[config.mk]
export PLATFORM = sky130hd
export DESIGN_NAME = obstacle_scroller
export DESIGN_NICKNAME = d
export VERILOG_FILES = /design/src/rtl/game_pkg.sv /design/src/rtl/row_shift_buffer.sv /design/src/rtl/obstacle_scroller.sv
export SDC_FILE = /design/constraint.sdc
export NUM_CORES = 1
export LEC_CHECK = 0
export CORE_UTILIZATION = 54
export DETAILED_ROUTE_END_ITERATION = 8
export HOLD_SLACK_MARGIN = 0.05
export PLACE_DENSITY_LB_ADDON = 0.08
export REMOVE_ABC_BUFFERS = 1
export SLEW_MARGIN = 20
export SYNTH_ARGS = -nofsm -noshare
export SYNTH_HDL_FRONTEND = slang
export SYNTH_SLANG_ARGS = --single-unit
[constraint.sdc]
create_clock -name clk -period 5.7 [get_ports clk]
set_input_delay 0.855 -clock clk [delete_from_list [all_inputs] [get_ports clk]]
set_output_delay 0.855 -clock clk [all_outputs]
set_load 0.01 [all_outputs]
[src/rtl/game_pkg.sv]
// ---------------------------------------------------------------------------
// game_pkg
//   Shared definitions for the obstacle game datapath.
//   - run_state_t    : 2-bit FSM state encoding (IDLE/RUN/PAUSED/OVER)
//   - ALL_BLOCKED    : lane mask with every lane blocked
//   - OPEN_SUB       : replacement mask that always leaves a lane open
//   - clamp_lane()   : maps the 2-bit player lane onto the 3 real lanes
//   - lane_mask()    : converts a raw LFSR state into an obstacle row
// ---------------------------------------------------------------------------
package game_pkg;

  typedef logic [1:0] run_state_t;

  localparam run_state_t ST_IDLE   = 2'd0;
  localparam run_state_t ST_RUN    = 2'd1;
  localparam run_state_t ST_PAUSED = 2'd2;
  localparam run_state_t ST_OVER   = 2'd3;

  localparam logic [2:0] ALL_BLOCKED = 3'b111;
  localparam logic [2:0] OPEN_SUB    = 3'b101;

  // Lane code 3 does not exist on screen; treat it as the rightmost lane.
  function automatic logic [1:0] clamp_lane(input logic [1:0] lane);
    return (lane == 2'd3) ? 2'd2 : lane;
  endfunction

  // A fully blocked row would be unwinnable, so substitute one with a gap.
  function automatic logic [2:0] lane_mask(input logic [2:0] s);
    return (s == ALL_BLOCKED) ? OPEN_SUB : s;
  endfunction

endpackage

[src/rtl/row_shift_buffer.sv]
// ---------------------------------------------------------------------------
// row_shift_buffer
//   DEPTH x LANES obstacle shift register. Row 0 is the newest (top) row,
//   row DEPTH-1 is the player row.
//   Ports:
//     clk, rst     : clock, asynchronous active-high reset
//     clear        : synchronous clear of every row (has priority over load)
//     load         : shift all rows down by one and load din into row 0
//     din          : new row 0 contents
//     rows_flat    : all rows, row i at bits [i*LANES +: LANES]
//     bottom_row   : current contents of row DEPTH-1
//     bottom_next  : value row DEPTH-1 takes if load is applied this cycle
// ---------------------------------------------------------------------------
module row_shift_buffer #(
  parameter int DEPTH = 4,
  parameter int LANES = 3
) (
  input  logic                   clk,
  input  logic                   rst,
  input  logic                   clear,
  input  logic                   load,
  input  logic [LANES-1:0]       din,
  output logic [DEPTH*LANES-1:0] rows_flat,
  output logic [LANES-1:0]       bottom_row,
  output logic [LANES-1:0]       bottom_next
);

  logic [LANES-1:0] row_q [DEPTH];
  logic [LANES-1:0] row_d [DEPTH];

  always_comb begin
    // NOTE: every row gets a default hold value first so no path leaves a latch.
    for (int i = 0; i < DEPTH; i++) row_d[i] = row_q[i];
    if (clear) begin
      for (int i = 0; i < DEPTH; i++) row_d[i] = '0;
    end else if (load) begin
      row_d[0] = din;
      for (int i = 1; i < DEPTH; i++) row_d[i] = row_q[i-1];
    end
  end

  // NOTE: the rows are architectural state visible on the outputs, so this
  // small array is reset like any other flop rather than left as memory.
  always_ff @(posedge clk or posedge rst) begin
    if (rst) begin
      for (int i = 0; i < DEPTH; i++) row_q[i] <= '0;
    end else begin
      // NOTE: non-blocking so every row samples its neighbour's old value.
      for (int i = 0; i < DEPTH; i++) row_q[i] <= row_d[i];
    end
  end

  for (genvar g = 0; g < DEPTH; g++) begin : g_flat
    assign rows_flat[g*LANES +: LANES] = row_q[g];
  end

  assign bottom_row = row_q[DEPTH-1];

  // With a single row, the incoming row is the loaded data itself.
  if (DEPTH > 1) begin : g_next_deep
    assign bottom_next = row_q[DEPTH-2];
  end else begin : g_next_single
    assign bottom_next = din;
  end

endmodule

[src/rtl/obstacle_scroller.sv]
// ---------------------------------------------------------------------------
// obstacle_scroller
//   Game-side partner of the 3-bit LFSR lane generator. Sweeps a scroll
//   position 0..limit (driving the LFSR position input), captures one lane
//   mask per sweep into the obstacle buffer, checks the player row for a
//   collision and keeps score.
//   Ports:
//     clk, rst     : clock, asynchronous active-high reset
//     start        : pulse, begins/restarts a game from IDLE or OVER
//     pause        : level, freezes scrolling while high
//     tick         : game-speed enable for the position counter
//     limit        : sweep end value (shared with the LFSR)
//     rand_state   : LFSR state
//     player_lane  : player lane 0..2 (3 behaves as 2)
//     position     : scroll position, to the LFSR
//     rows         : flattened obstacle rows, row i at [i*LANES +: LANES]
//     fill         : number of rows loaded, saturating at DEPTH
//     hit          : collision flag
//     score        : dodged-row count, saturating
//     run_state    : FSM state
// ---------------------------------------------------------------------------
module obstacle_scroller
  import game_pkg::*;
#(
  parameter int POS_W   = 10,
  parameter int LANES   = 3,
  parameter int DEPTH   = 4,
  parameter int SCORE_W = 10
) (
  input  logic                   clk,
  input  logic                   rst,
  input  logic                   start,
  input  logic                   pause,
  input  logic                   tick,
  input  logic [POS_W-1:0]       limit,
  input  logic [LANES-1:0]       rand_state,
  input  logic [1:0]             player_lane,
  output logic [POS_W-1:0]       position,
  output logic [DEPTH*LANES-1:0] rows,
  output logic [2:0]             fill,
  output logic                   hit,
  output logic [SCORE_W-1:0]     score,
  output logic [1:0]             run_state
);

  localparam logic [2:0] FILL_MAX = 3'(DEPTH);

  run_state_t         state_q, state_d;
  logic [POS_W-1:0]   pos_q, pos_d;
  logic [2:0]         fill_q, fill_d;
  logic               hit_q, hit_d;
  logic [SCORE_W-1:0] score_q, score_d;

  logic               buf_clear, buf_load;
  logic [LANES-1:0]   new_mask;
  logic [LANES-1:0]   bottom_row;
  logic [LANES-1:0]   bottom_next;
  logic [1:0]         eff_lane;
  logic               wrap;
  logic               collide;

  assign new_mask = lane_mask(rand_state);
  assign eff_lane = clamp_lane(player_lane);
  // position==limit holds for exactly one cycle; that cycle is the wrap.
  assign wrap     = (pos_q == limit);
  assign collide  = bottom_next[eff_lane];

  row_shift_buffer #(
    .DEPTH (DEPTH),
    .LANES (LANES)
  ) u_rows (
    .clk         (clk),
    .rst         (rst),
    .clear       (buf_clear),
    .load        (buf_load),
    .din         (new_mask),
    .rows_flat   (rows),
    .bottom_row  (bottom_row),
    .bottom_next (bottom_next)
  );

  always_comb begin
    state_d   = state_q;
    pos_d     = pos_q;
    fill_d    = fill_q;
    hit_d     = hit_q;
    score_d   = score_q;
    buf_clear = 1'b0;
    buf_load  = 1'b0;

    case (state_q)
      ST_IDLE: begin
        pos_d = '0;
        if (start && (limit != '0)) begin
          state_d   = ST_RUN;
          fill_d    = '0;
          score_d   = '0;
          hit_d     = 1'b0;
          buf_clear = 1'b1;
        end
      end

      ST_RUN: begin
        if (wrap) begin
          // The wrap completes regardless of tick or pause.
          pos_d    = '0;
          buf_load = 1'b1;
          if (fill_q < FILL_MAX) fill_d = fill_q + 3'd1;
          if (collide) begin
            hit_d   = 1'b1;
            state_d = ST_OVER;
          end else begin
            if ((bottom_next != '0) && (score_q != '1)) score_d = score_q + SCORE_W'(1);
            if (pause) state_d = ST_PAUSED;
          end
        end else if (pause) begin
          state_d = ST_PAUSED;
        end else if (tick) begin
          // A limit lowered below the position snaps back onto it so the
          // next cycle is an ordinary wrap.
          pos_d = (pos_q < limit) ? (pos_q + POS_W'(1)) : limit;
        end
      end

      ST_PAUSED: begin
        if (!pause) state_d = ST_RUN;
      end

      ST_OVER: begin
        if (start) begin
          state_d   = ST_RUN;
          pos_d     = '0;
          fill_d    = '0;
          score_d   = '0;
          hit_d     = 1'b0;
          buf_clear = 1'b1;
        end
      end

      default: state_d = ST_IDLE;
    endcase
  end

  always_ff @(posedge clk or posedge rst) begin
    if (rst) begin
      state_q <= ST_IDLE;
      pos_q   <= '0;
      fill_q  <= '0;
      hit_q   <= 1'b0;
      score_q <= '0;
    end else begin
      state_q <= state_d;
      pos_q   <= pos_d;
      fill_q  <= fill_d;
      hit_q   <= hit_d;
      score_q <= score_d;
    end
  end

  assign position  = pos_q;
  assign fill      = fill_q;
  assign hit       = hit_q;
  assign score     = score_q;
  assign run_state = state_q;

endmodule

==> impl_metrics.yaml <==
worst_hold_path:
  hold_path_startpoint: "hit"
  min_path_cells: 2
  worstHoldPathType: "flop to flop"
  worstHoldEndpoint: "hit"
setup_path:
  reg2reg_depth: 6
  crit_fanout: 8
  critPathBufInv: 2
  cp-start-kind: "primary input"
  max_stage_delay_ps: 520
  path_cells: "clkdlybuf4s50_1, inv_1, ha_1, nand4_1, nor3_2, and2_4, and2_4, o21ai_4, mux2_2"
  crit_arrival_ps: 3370
  crit_top_cell: "and2_4"
  crit_required_ps: 5880
  crit_family: "simple AND/OR/NAND/NOR gates"
  crit_path_end_kind: "flop"
  crit_type: "primary input to flop"
  r2r_end: "score[6]"
  rrSetupSlack_ps: 3140
  r2r-start: "run_state[1]"
  slowest_stage: "clkdlybuf4s50_1"
power_and_ir_drop:
  ir_worst_vdd_mv: 0.179
  p_leak_nw: 1.40
  p_per_area_nw_per_um2: 264
flow_run:
  maxCapViolations: 0
route:
  initialDrtViolationCount: 130
  drt_wl_total_microns: 6030
  via_count: 2349
  wl_met1_microns: 2920
  dr.pass1.iters: 4
  met2_length_microns: 2710
  drtAntennaViolNets: 0
  top_layer: "met4"
  via_per_inst: 5.90
  routed-wl-met3_microns: 319
  wire_per_inst_microns: 15.2
  drc_errors: 0
clocking:
  post-cts-setup-buffers: 0
  path_clk_slew_ps: 80
  cts_sinks: 38
  cts.htree.levels: 2
  clk_latency_ps: 290
  max-clock-path-buffers: 2
  cts_tree: "built"
  root_buffer: "clkbuf_8"
  cts_buffers: 5
  cts_hold_buf: 0
  post_cts_resized: 0
yosys:
  ys_ff_latch: 38
  avgSynthCellArea_sq_um: 8.51
  async_reset_ff_frac: 1.00
  synthCells: 288
  yosys_warnings: 0
  synth_cell_types: 45
  syn_area_sq_um: 2450
  seq_area_frac_synth: 0.388
  ys_dominant_reg_cell: "dfrtp_1"
  synth_edf_count: 0
sta:
  relSlewSlack: 0.399
  max_freq_ghz: 0.313
  setup_viol: 0
  rsz0062_at_grt: "no"
  slew_violations: 0
  hold_slack_ps: 509
  hold_viol_final: 0
  skew_ps: 6.54
  fin_crit_sh: 0.560
  period_minus_slack_ps: 3190
  worst_pin_slew_ps: 901
  fin_tns_setup_ps: 0
die:
  ioPinCount: 58
  num_rows: 24
  start_util: 0.563
  die_y_microns: 69.4
  die_x_microns: 69.4
  coreArea_sq_um: 4350
  die_area_sq_um: 4810
grt:
  grtUsageTotal: 0.266
  antenna_found_initial: 0
  grt_max_degree: 39
  grt_overflow_total: 0
  grt_pass1_vias: 2263
  grt_first_pass_wirelength_microns: 10400
place:
  numPortBuffers: 57
  dp_hpwl_microns: 4260
  gp_congestion: 0.918
final_layout:
  final_common_cell: "clkdlybuf4s50_1"
  antennaDiodeCount: 0
  nets: 384
  area_delta_synth_final_pct: 30.6
  num-fill-cells: 337
  layout-drive-gt1-share: 0.0665
  layout_common_cells: "57 x clkdlybuf4s50_1, 45 x nand2_1, 38 x dfrtp_1, 28 x a21oi_1, 25 x inv_1"
status:
  outcome: "complete, no violations"
## cell families (layout without fill, tap and decap cells)
kind of cell	count (synthesis)	in the layout	synth area share
AOI/OAI and AO/OA	77	77	0.205
adders and majority gates	18	18	0.0919
buffers and inverters	34	92	0.0526
DFF	38	38	0.388
muxes	5	5	0.0209
and+or+nand+nor	116	116	0.242
## cell type report
cell class	count	area [sq um]	area share
tap	52	65.1	0.0203
multi-input combinational	216	1390	0.433
inverter	25	93.8	0.0293
sequential	38	951	0.297
clock buffer	6	82.6	0.0258
clock inverter	1	30.0	0.00938
timing repair buffer	60	593	0.185
## per-layer routing
layer / up-vias / track usage
met5: - / 0
met4: 0 / 0.0884
met3: 10 / 0.0538
met2: 75 / 0.414
met1: 1095 / 0.370
li1: 1169 / -
## sequential cells by signal, indices dropped and copies added (netlist names)
| name | cells |
|---|---|
| fill | 3 |
| score | 10 |
| hit | 1 |
| u_rows.bottom_row | 3 |
| run_state | 2 |
| position | 10 |
| u_rows.bottom_next | 3 |
| u_rows.rows_flat | 6 |
## power breakdown
| part | leakage (nW) | internal (mW) | switching [mW] |
|---|---|---|---|
| clock network | 0.0573 | 0.140 | 0.0963 |
| logic | 0.818 | 0.111 | 0.194 |
| registers | 0.525 | 0.283 | 0.0216 |
## worst register-to-register path: stages, from the launching register on
cell,delay (ps)
dfrtp_1,450
inv_1,110
ha_1,300
inv_1,270
nor4_4,730
nand3_1,370
o2bb2ai_1,260
## stage by stage
step / instance area, sq um / util / power, mW / cells / worst slack, ps
after CTS: 3190 / 0.733 / 0.842 / 398 / 2190
final: 3200 / 0.735 / 0.846 / 398 / 2510
after global placement: 3080 / 0.707 / 0.602 / 391 / 1990
after floorplan: 2410 / - / 0.494 / 279 / 2620
after global routing: 3200 / 0.735 / 0.894 / 398 / 2230
after detailed placement: 3080 / 0.707 / 0.603 / 391 / 1900
## synth_stat cells (7+ instances only)
cell,n,share of area
clkbuf_1,7,0.011
inv_1,25,0.038
nor2_1,12,0.018
nand2_1,45,0.069
a21oi_1,28,0.057
nor3_1,10,0.020
dfrtp_1,38,0.39
o21ai_0,12,0.025
nand4_1,8,0.020
nand3_1,14,0.029
a31oi_1,8,0.020
ha_1,18,0.092
## how the worst max path moves through the flow
| stage | startpoint | to | slack, ps | cells past startpoint |
|---|---|---|---|---|
| 2_1_floorplan | limit[7] | score[3] | 2620 | 6 |
| 3_3_place_gp | limit[9] | score[3] | 1990 | 7 |
| 3_5_place_dp | limit[9] | score[6] | 1900 | 7 |
| 4_1_cts | limit[9] | score[6] | 2190 | 7 |
| 5_1_grt | limit[8] | position[7] | 2230 | 9 |
| 6_report | limit[9] | score[0] | 2510 | 9 |
No activity file was read; power rests on OpenSTA's default activity.
